File: src/rtl/demux1to4_stream_pkg.sv
// Shared lane constants and FSM state encoding for the 1-to-4 stream demux.
package demux1to4_stream_pkg;

    localparam int unsigned NUM_LANES = 4;
    localparam int unsigned LANE_W    = 2;

    typedef logic [LANE_W-1:0] lane_t;

    localparam lane_t LANE_A = 2'd0;
    localparam lane_t LANE_B = 2'd1;
    localparam lane_t LANE_C = 2'd2;
    localparam lane_t LANE_D = 2'd3;

    typedef enum logic {
        ST_IDLE   = 1'b0,
        ST_LOCKED = 1'b1
    } state_e;

endpackage

File: src/rtl/demux1to4_stream_lane_buf.sv
// One-entry output register for a single lane; supports drain and refill in the same cycle.
module lane_buf #(
    parameter int unsigned W = 8
) (
    input  logic         clk,
    input  logic         rst,
    input  logic         load,
    input  logic [W-1:0] din,
    input  logic         lin,
    output logic [W-1:0] dout,
    output logic         lout,
    output logic         valid,
    input  logic         ready
);

    logic         full_q, full_d;
    logic [W-1:0] data_q, data_d;
    logic         last_q, last_d;

    // Next-state: a load always wins (full stays set), otherwise a drain empties the entry.
    always_comb begin
        full_d = full_q;
        data_d = data_q;
        last_d = last_q;
        if (load) begin
            full_d = 1'b1;
            data_d = din;
            last_d = lin;
        end else if (full_q && ready) begin
            full_d = 1'b0;
        end
    end

    // Entry registers with synchronous reset.
    always_ff @(posedge clk) begin
        if (rst) begin
            full_q <= 1'b0;
            data_q <= '0;
            last_q <= 1'b0;
        end else begin
            full_q <= full_d;
            data_q <= data_d;
            last_q <= last_d;
        end
    end

    assign dout  = data_q;
    assign lout  = last_q;
    assign valid = full_q;

endmodule

File: src/rtl/demux1to4_stream.sv
// Packet-aware 1-to-4 stream demultiplexer: the lane is chosen at packet start and held until the last beat.
module demux1to4_stream
    import demux1to4_stream_pkg::*;
#(
    parameter int unsigned W = 8
) (
    input  logic             clk,
    input  logic             rst,
    input  logic [W-1:0]     in_data,
    input  logic             in_valid,
    input  logic             in_last,
    output logic             in_ready,
    input  logic             s0,
    input  logic             s1,
    output logic [4*W-1:0]   out_data,
    output logic [3:0]       out_valid,
    output logic [3:0]       out_last,
    input  logic [3:0]       out_ready,
    output logic [1:0]       cur_lane,
    output logic             locked
);

    state_e                 state_q, state_d;
    lane_t                  lane_q, lane_d;
    lane_t                  sel_c;
    lane_t                  route_c;
    logic                   accept_c;
    logic [NUM_LANES-1:0]   load_c;
    logic [NUM_LANES-1:0]   full_c;

    assign sel_c = {s1, s0};

    // Routing, input handshake and lane load strobes.
    always_comb begin
        route_c  = (state_q == ST_LOCKED) ? lane_q : sel_c;
        in_ready = ~rst & (~full_c[route_c] | out_ready[route_c]);
        accept_c = in_valid & in_ready;
        load_c   = NUM_LANES'(accept_c) << route_c;
    end

    // Packet-lock FSM next state; the lane is captured only on a non-final first beat.
    always_comb begin
        state_d = state_q;
        lane_d  = lane_q;
        case (state_q)
            ST_IDLE: begin
                if (accept_c && !in_last) begin
                    state_d = ST_LOCKED;
                    lane_d  = sel_c;
                end
            end
            ST_LOCKED: begin
                if (accept_c && in_last) begin
                    state_d = ST_IDLE;
                end
            end
            default: begin
                state_d = ST_IDLE;
            end
        endcase
    end

    // FSM state and captured lane registers.
    always_ff @(posedge clk) begin
        if (rst) begin
            state_q <= ST_IDLE;
            lane_q  <= LANE_A;
        end else begin
            state_q <= state_d;
            lane_q  <= lane_d;
        end
    end

    // One output register per lane.
    for (genvar gi = 0; gi < int'(NUM_LANES); gi++) begin : g_lane
        lane_buf #(
            .W(W)
        ) u_lane_buf (
            .clk   (clk),
            .rst   (rst),
            .load  (load_c[gi]),
            .din   (in_data),
            .lin   (in_last),
            .dout  (out_data[gi*W +: W]),
            .lout  (out_last[gi]),
            .valid (out_valid[gi]),
            .ready (out_ready[gi])
        );
    end

    assign full_c   = out_valid;
    assign cur_lane = route_c;
    assign locked   = (state_q == ST_LOCKED);

endmodule

File: config.mk
export PLATFORM = sky130hd
export DESIGN_NAME = demux1to4_stream
export DESIGN_NICKNAME = d
export VERILOG_FILES = /design/src/rtl/demux1to4_stream_pkg.sv /design/src/rtl/demux1to4_stream_lane_buf.sv /design/src/rtl/demux1to4_stream.sv
export SDC_FILE = /design/constraint.sdc
export NUM_CORES = 1
export LEC_CHECK = 0
export CAP_MARGIN = 40
export CORE_ASPECT_RATIO = 1.2
export CORE_MARGIN = 1.5
export CORE_UTILIZATION = 43
export CTS_BUF_LIST = sky130_fd_sc_hd__clkbuf_16
export DETAILED_ROUTE_END_ITERATION = 10
export GPL_ROUTABILITY_DRIVEN = 0
export PLACE_DENSITY_LB_ADDON = 0.05
export REMOVE_ABC_BUFFERS = 1
export SYNTH_ARGS = -nofsm -noshare
export SYNTH_HDL_FRONTEND = slang
export SYNTH_SLANG_ARGS = --single-unit
File: constraint.sdc
create_clock -name clk -period 2.5 [get_ports clk]
set_input_delay 0.25 -clock clk [delete_from_list [all_inputs] [get_ports clk]]
set_output_delay 0.25 -clock clk [all_outputs]
set_load 0.005 [all_outputs]
---- Yosys cells after proc, flatten, opt, wreduce, memory -nomap -nowiden ----
Index checks and enable logic that the tools add are counted.
storage, ports and cells
  output and inout bits ................... 44
  input bits .............................. 18
  register bits ........................... 43
operators by class
  muxes and demuxes ....................... 16
  magnitude comparators ................... 1
  shift-type cells ........................ 1
  bitwise logic cells ..................... 6
  reductions and logical operators ........ 12
operators with widths
  cell                  count
  $mux W1               12
  $reduce_bool A2 Y1    4
  $logic_and A1 B1 Y1   6
  $bmux W1 S2           2
  $shl A1 B2 Y4         1
  $lt A2 B3 Y1 const B  1
  $not A1 Y1            3
  $and A1 B1 Y1         2
  $mux W2               1
  $pmux W1 S2           1
  $reduce_and A2 Y1     1
  $logic_not A1 Y1      1
  $or A1 B1 Y1          1

---- Logic depth before layout (Yosys ltp) ----
  word-level depth ........................ 10
  depth in mapped cells ................... 6
  gate-level depth less buffers ........... 5

---- Modules after synthesis ----
Synthesis repeated with hierarchy kept, for this count alone.
second synthesis, totals
  cell total of the unflattened synthesis .. 162
  area, all modules ....................... 1675.4 um^2
by module, submodules not included
  module            cells an instance  area an instance (um^2)  times used
  lane_buf          33                 355.3                    4
  demux1to4_stream  30                 254.0                    1

---- Worst setup path before layout ----
OpenSTA, ideal clock, no wires.
  path kind ............................... flip-flop to flip-flop
  start ................................... register with a tool-made name
  end ..................................... register lane_q[0]
  slack ................................... 318 ps
  library setup time ...................... 121 ps
  arrival ................................. 2061 ps
  stages on the path, launching flop included .. 5
  path through ............................ dfxtp_1 -> mux2i_1 -> mux4_2 -> nor4_2 -> mux2_2
RTL lines
  item                    RTL line                text
  end signal: assignment  demux1to4_stream.sv:70  lane_q <= lane_d;
  end: declaration        demux1to4_stream.sv:24  lane_t lane_q, lane_d;

==> impl_results.rst <==
.. list-table::
   :header-rows: 1

   * - Metric
     - Value
   * - Worst slack on hold paths
     - 494 ps
   * - Hold violation count in the final report
     - 0
   * - Setup slack after placement
     - 105 ps
   * - DRC errors left
     - 0
   * - Run status
     - finished clean
   * - Fraction of synthesized cell area taken by the top area cell type
     - 51.2%
   * - Leading area contributor after synthesis
     - sky130_fd_sc_hd__dfxtp_1
   * - Transition time at the pin with the least slew margin
     - 395 ps
   * - Number of cells in the finished layout apart from fillers
     - around 280
   * - Count of warnings emitted by yosys
     - 0
   * - Sequential fraction of the synthesis area
     - 51.2%
   * - Final standard cell area without fillers
     - 2470 sq um
   * - Number of DRC violations after detailed-routing iteration 0
     - 50
   * - Antenna diodes
     - 0
   * - Clk Tree Root Cell
     - sky130_fd_sc_hd__clkbuf_16
   * - Area of the die
     - 4290 sq um
   * - Overflow after GRT
     - 0
   * - Post-synthesis sequential element count
     - 43
   * - Reg2Reg Depth
     - 4
   * - Cells after Synth
     - 165
   * - Clock input transition at the sequential cells of the worst setup and hold paths
     - about 60 ps
   * - I/O Buffers
     - 61
   * - P&R area growth vs syn
     - 47.0%
   * - DIE HEIGHT
     - 71.5 um
   * - Relative max-transition margin
     - approximately 74%
   * - CP startpoint kind
     - flop
   * - Dominant combinational cell family by area after synthesis
     - multiplexers
   * - Routed WL
     - slightly below 4 mm
   * - Slowest stage delay, CP
     - between 500 and 600 ps
   * - Commonest non-fill, non-tap cell in the layout
     - sky130_fd_sc_hd__clkdlybuf4s50_1
   * - CP top delay family
     - multiplexers
   * - Area share of xor/xnor cells in the synthesized design
     - 0%
   * - Number of rows in the core area
     - 24
   * - Total buffers and inverters traversed by the critical path
     - 1
   * - Type of the tightest min-delay check
     - reg2reg
   * - Clk_skew
     - 4.09 ps
   * - Arr. time, crit path
     - 2140 ps
   * - Max-cap violation count
     - 0
   * - Cell depth of the worst min-delay path
     - 2
   * - Detail-routed via count per cell
     - a little under 5
   * - Antenna violations before repair
     - 0
   * - Post-synthesis simple-gate area fraction
     - 15.7%
   * - Clock sink count
     - 43
   * - Minimum period implied by the final worst setup slack
     - 2390 ps
   * - Critical setup path kind
     - reg2out
   * - Post-layout total power
     - 1.49 mW
   * - Total cell area at the placement stage
     - 2310 sq um
   * - Effective utilization at floorplan
     - 45.5%
   * - Cts bufs inserted
     - 5
   * - Critical-path cell list
     - mux2i_4 > mux4_2 > nor2_1 > clkdlybuf4s50_1
   * - Residual antenna-violating net count after detailed routing
     - 0
   * - Via count of the first global-routing pass
     - 1362
   * - Final design utilization
     - approximately two thirds
   * - Total power divided by cell area
     - roughly 600 nW/um^2
   * - Worst Slack Setup Final
     - 111 ps
   * - Unrepaired setup endpoints after global routing
     - no
   * - Final Cycle Share
     - 95.6%
   * - Hold-fix buffers, CTS
     - 0
   * - Overall Global Routing Usage
     - 20.2%
   * - Placed cell count
     - 267
   * - Number of nets in the finished design
     - 240
   * - Ratio of cells with drive above 1 in the final layout
     - 10.3%
   * - Count of pins on the block boundary
     - a little over 60
   * - Width of the die
     - 60.1 um
   * - Number of buffers on the longest clock path
     - 2
   * - Distinct cell type count after synthesis
     - 19
   * - Via count
     - 1352
   * - Cell leakage power
     - 1.02 nW
   * - Multiplexer share of the synthesized area
     - between 20% and 30%
   * - HPWL after DPL
     - roughly 2.8 mm
   * - First-pass GRT wire length
     - 6.43 mm
   * - Mean routed wirelength per cell
     - 14.2 um
   * - Detailed-routing iteration count for the pre-antenna-repair pass
     - 4
   * - Slowest CP cell
     - sky130_fd_sc_hd__mux4_2
   * - Leading cell types by total area after synthesis
     - sky130_fd_sc_hd__dfxtp_1 51%, sky130_fd_sc_hd__mux2i_1 23%, sky130_fd_sc_hd__nor2_1 9.2%
   * - Synthesized-area fraction occupied by ao, oa, aoi and oai cells
     - 1.19%
   * - Commonest non-fill, non-tap cells in the layout
     - 61 x sky130_fd_sc_hd__clkdlybuf4s50_1, 42 x sky130_fd_sc_hd__dfxtp_1, 41 x sky130_fd_sc_hd__nor2_1, 37 x sky130_fd_sc_hd__mux2i_1
   * - Largest fanout of any net on the critical path
     - 5
   * - Maximum clock frequency
     - 0.419 GHz
   * - Post-Syn Area
     - 1680 sq um
   * - Post-synthesis area per instance
     - 10.2 sq um
   * - CTS tree
     - yes
   * - Number of cells on the critical path
     - 4
   * - Total setup violations reported at the end of the flow
     - 0
   * - Slew Limit Fails
     - 0
   * - Crit. End Element
     - primary output
   * - Setup Fix Bufs, Post-CTS
     - 0
   * - Worst-skew pair later-pin latency
     - 280 ps
   * - H-tree levels
     - 2
   * - Adder and majority cell fraction of the synthesized area
     - 0%
   * - Pin count of the biggest net entering global routing
     - 41
   * - Core Area
     - between 3000 and 4000 sq um
   * - Setup tns final
     - 0 ps
   * - Data required time of the critical path
     - between 2000 and 2500 ps
   * - Peak supply drop
     - 0.000432 V
## cells in the mapped netlist
cell type / count
sky130_fd_sc_hd__or3_2: 1
sky130_fd_sc_hd__clkbuf_1: 4
sky130_fd_sc_hd__buf_1: 1
sky130_fd_sc_hd__nand2b_1: 3
sky130_fd_sc_hd__nor2b_1: 6
sky130_fd_sc_hd__and2b_2: 1
sky130_fd_sc_hd__buf_2: 4
sky130_fd_sc_hd__mux2i_1: 38
sky130_fd_sc_hd__mux2_2: 2
sky130_fd_sc_hd__nor4_2: 1
sky130_fd_sc_hd__inv_1: 3
sky130_fd_sc_hd__o21ai_0: 1
sky130_fd_sc_hd__mux4_2: 1
sky130_fd_sc_hd__nor4_1: 2
sky130_fd_sc_hd__a21oi_1: 3
sky130_fd_sc_hd__nand4_1: 2
sky130_fd_sc_hd__nor2_1: 41
sky130_fd_sc_hd__buf_4: 8
sky130_fd_sc_hd__dfxtp_1: 43
## state kept, by name, indices dropped and copies added (netlist names), named ones only
signal and flops:
g_lane.u_lane_buf.lout 4, g_lane.u_lane_buf.valid 4, lane_q 2, g_lane.u_lane_buf.dout 32
## repair_timing
| action | in CTS | in global routing |
|---|---|---|
| endpoints found under the setup margin | 1 | 1 |
| endpoints found under the hold margin | 0 | 0 |
| pin swaps | 0 | 0 |
| resized for setup | 2 | 1 |
## worst paths after layout
| kind | to | start | slack [ps] |
|---|---|---|---|
| setup reg to reg | lane_q[1]$_SDFFE_PP0P_ | flop | 450 |
| hold / removal | g_lane[1].u_lane_buf.dout[0]$_SDFFE_PP0P_ | g_lane[1].u_lane_buf.dout[0]$_SDFFE_PP0P_ | 490 |
| hold reg to reg | g_lane[1].u_lane_buf.dout[0]$_SDFFE_PP0P_ | g_lane[1].u_lane_buf.dout[0]$_SDFFE_PP0P_ | 490 |
| setup / recovery | in_ready | flop | 110 |
## power by group
group          internal [mW]  total (mW)  leakage (nW)  switching (mW)
Combinational         0.0929       0.159         0.596          0.0663
Clock                  0.364       0.616        0.0710           0.252
Sequential             0.705       0.716         0.349          0.0112
## worst min-delay path, stage by stage, from the launching register on
cell	delay (ps)
sky130_fd_sc_hd__dfxtp_1	320
sky130_fd_sc_hd__mux2i_1	70
sky130_fd_sc_hd__nor2_1	70
## kinds of logic (layout without fill, tap and decap cells)
| group | count (synthesis) | count (layout) |
|---|---|---|
| and+or+nand+nor | 57 | 57 |
| buffers and inverters | 20 | 78 |
| DFF | 43 | 43 |
| AOI/OAI and AO/OA | 4 | 4 |
| muxes | 41 | 41 |
## layout make-up
type | instances | area, sq um
Multi-Input combinational cell | 102 | 734
Inverter | 3 | 11.3
Timing Repair Buffer | 67 | 656
Clock inverter | 3 | 16.3
Tap cell | 52 | 65.1
Fill cell | 309 | 1220
Sequential cell | 43 | 862
Clock buffer | 5 | 125
## routing by layer
metal	track usage, %	vias up	wire, um
met4	7.41	0	56
met1	23.0	638	1580
met3	6.32	6	281
li1	-	655	-
met5	0	-	0
met2	34.7	53	1980
Power figures use the tool's default switching activity.
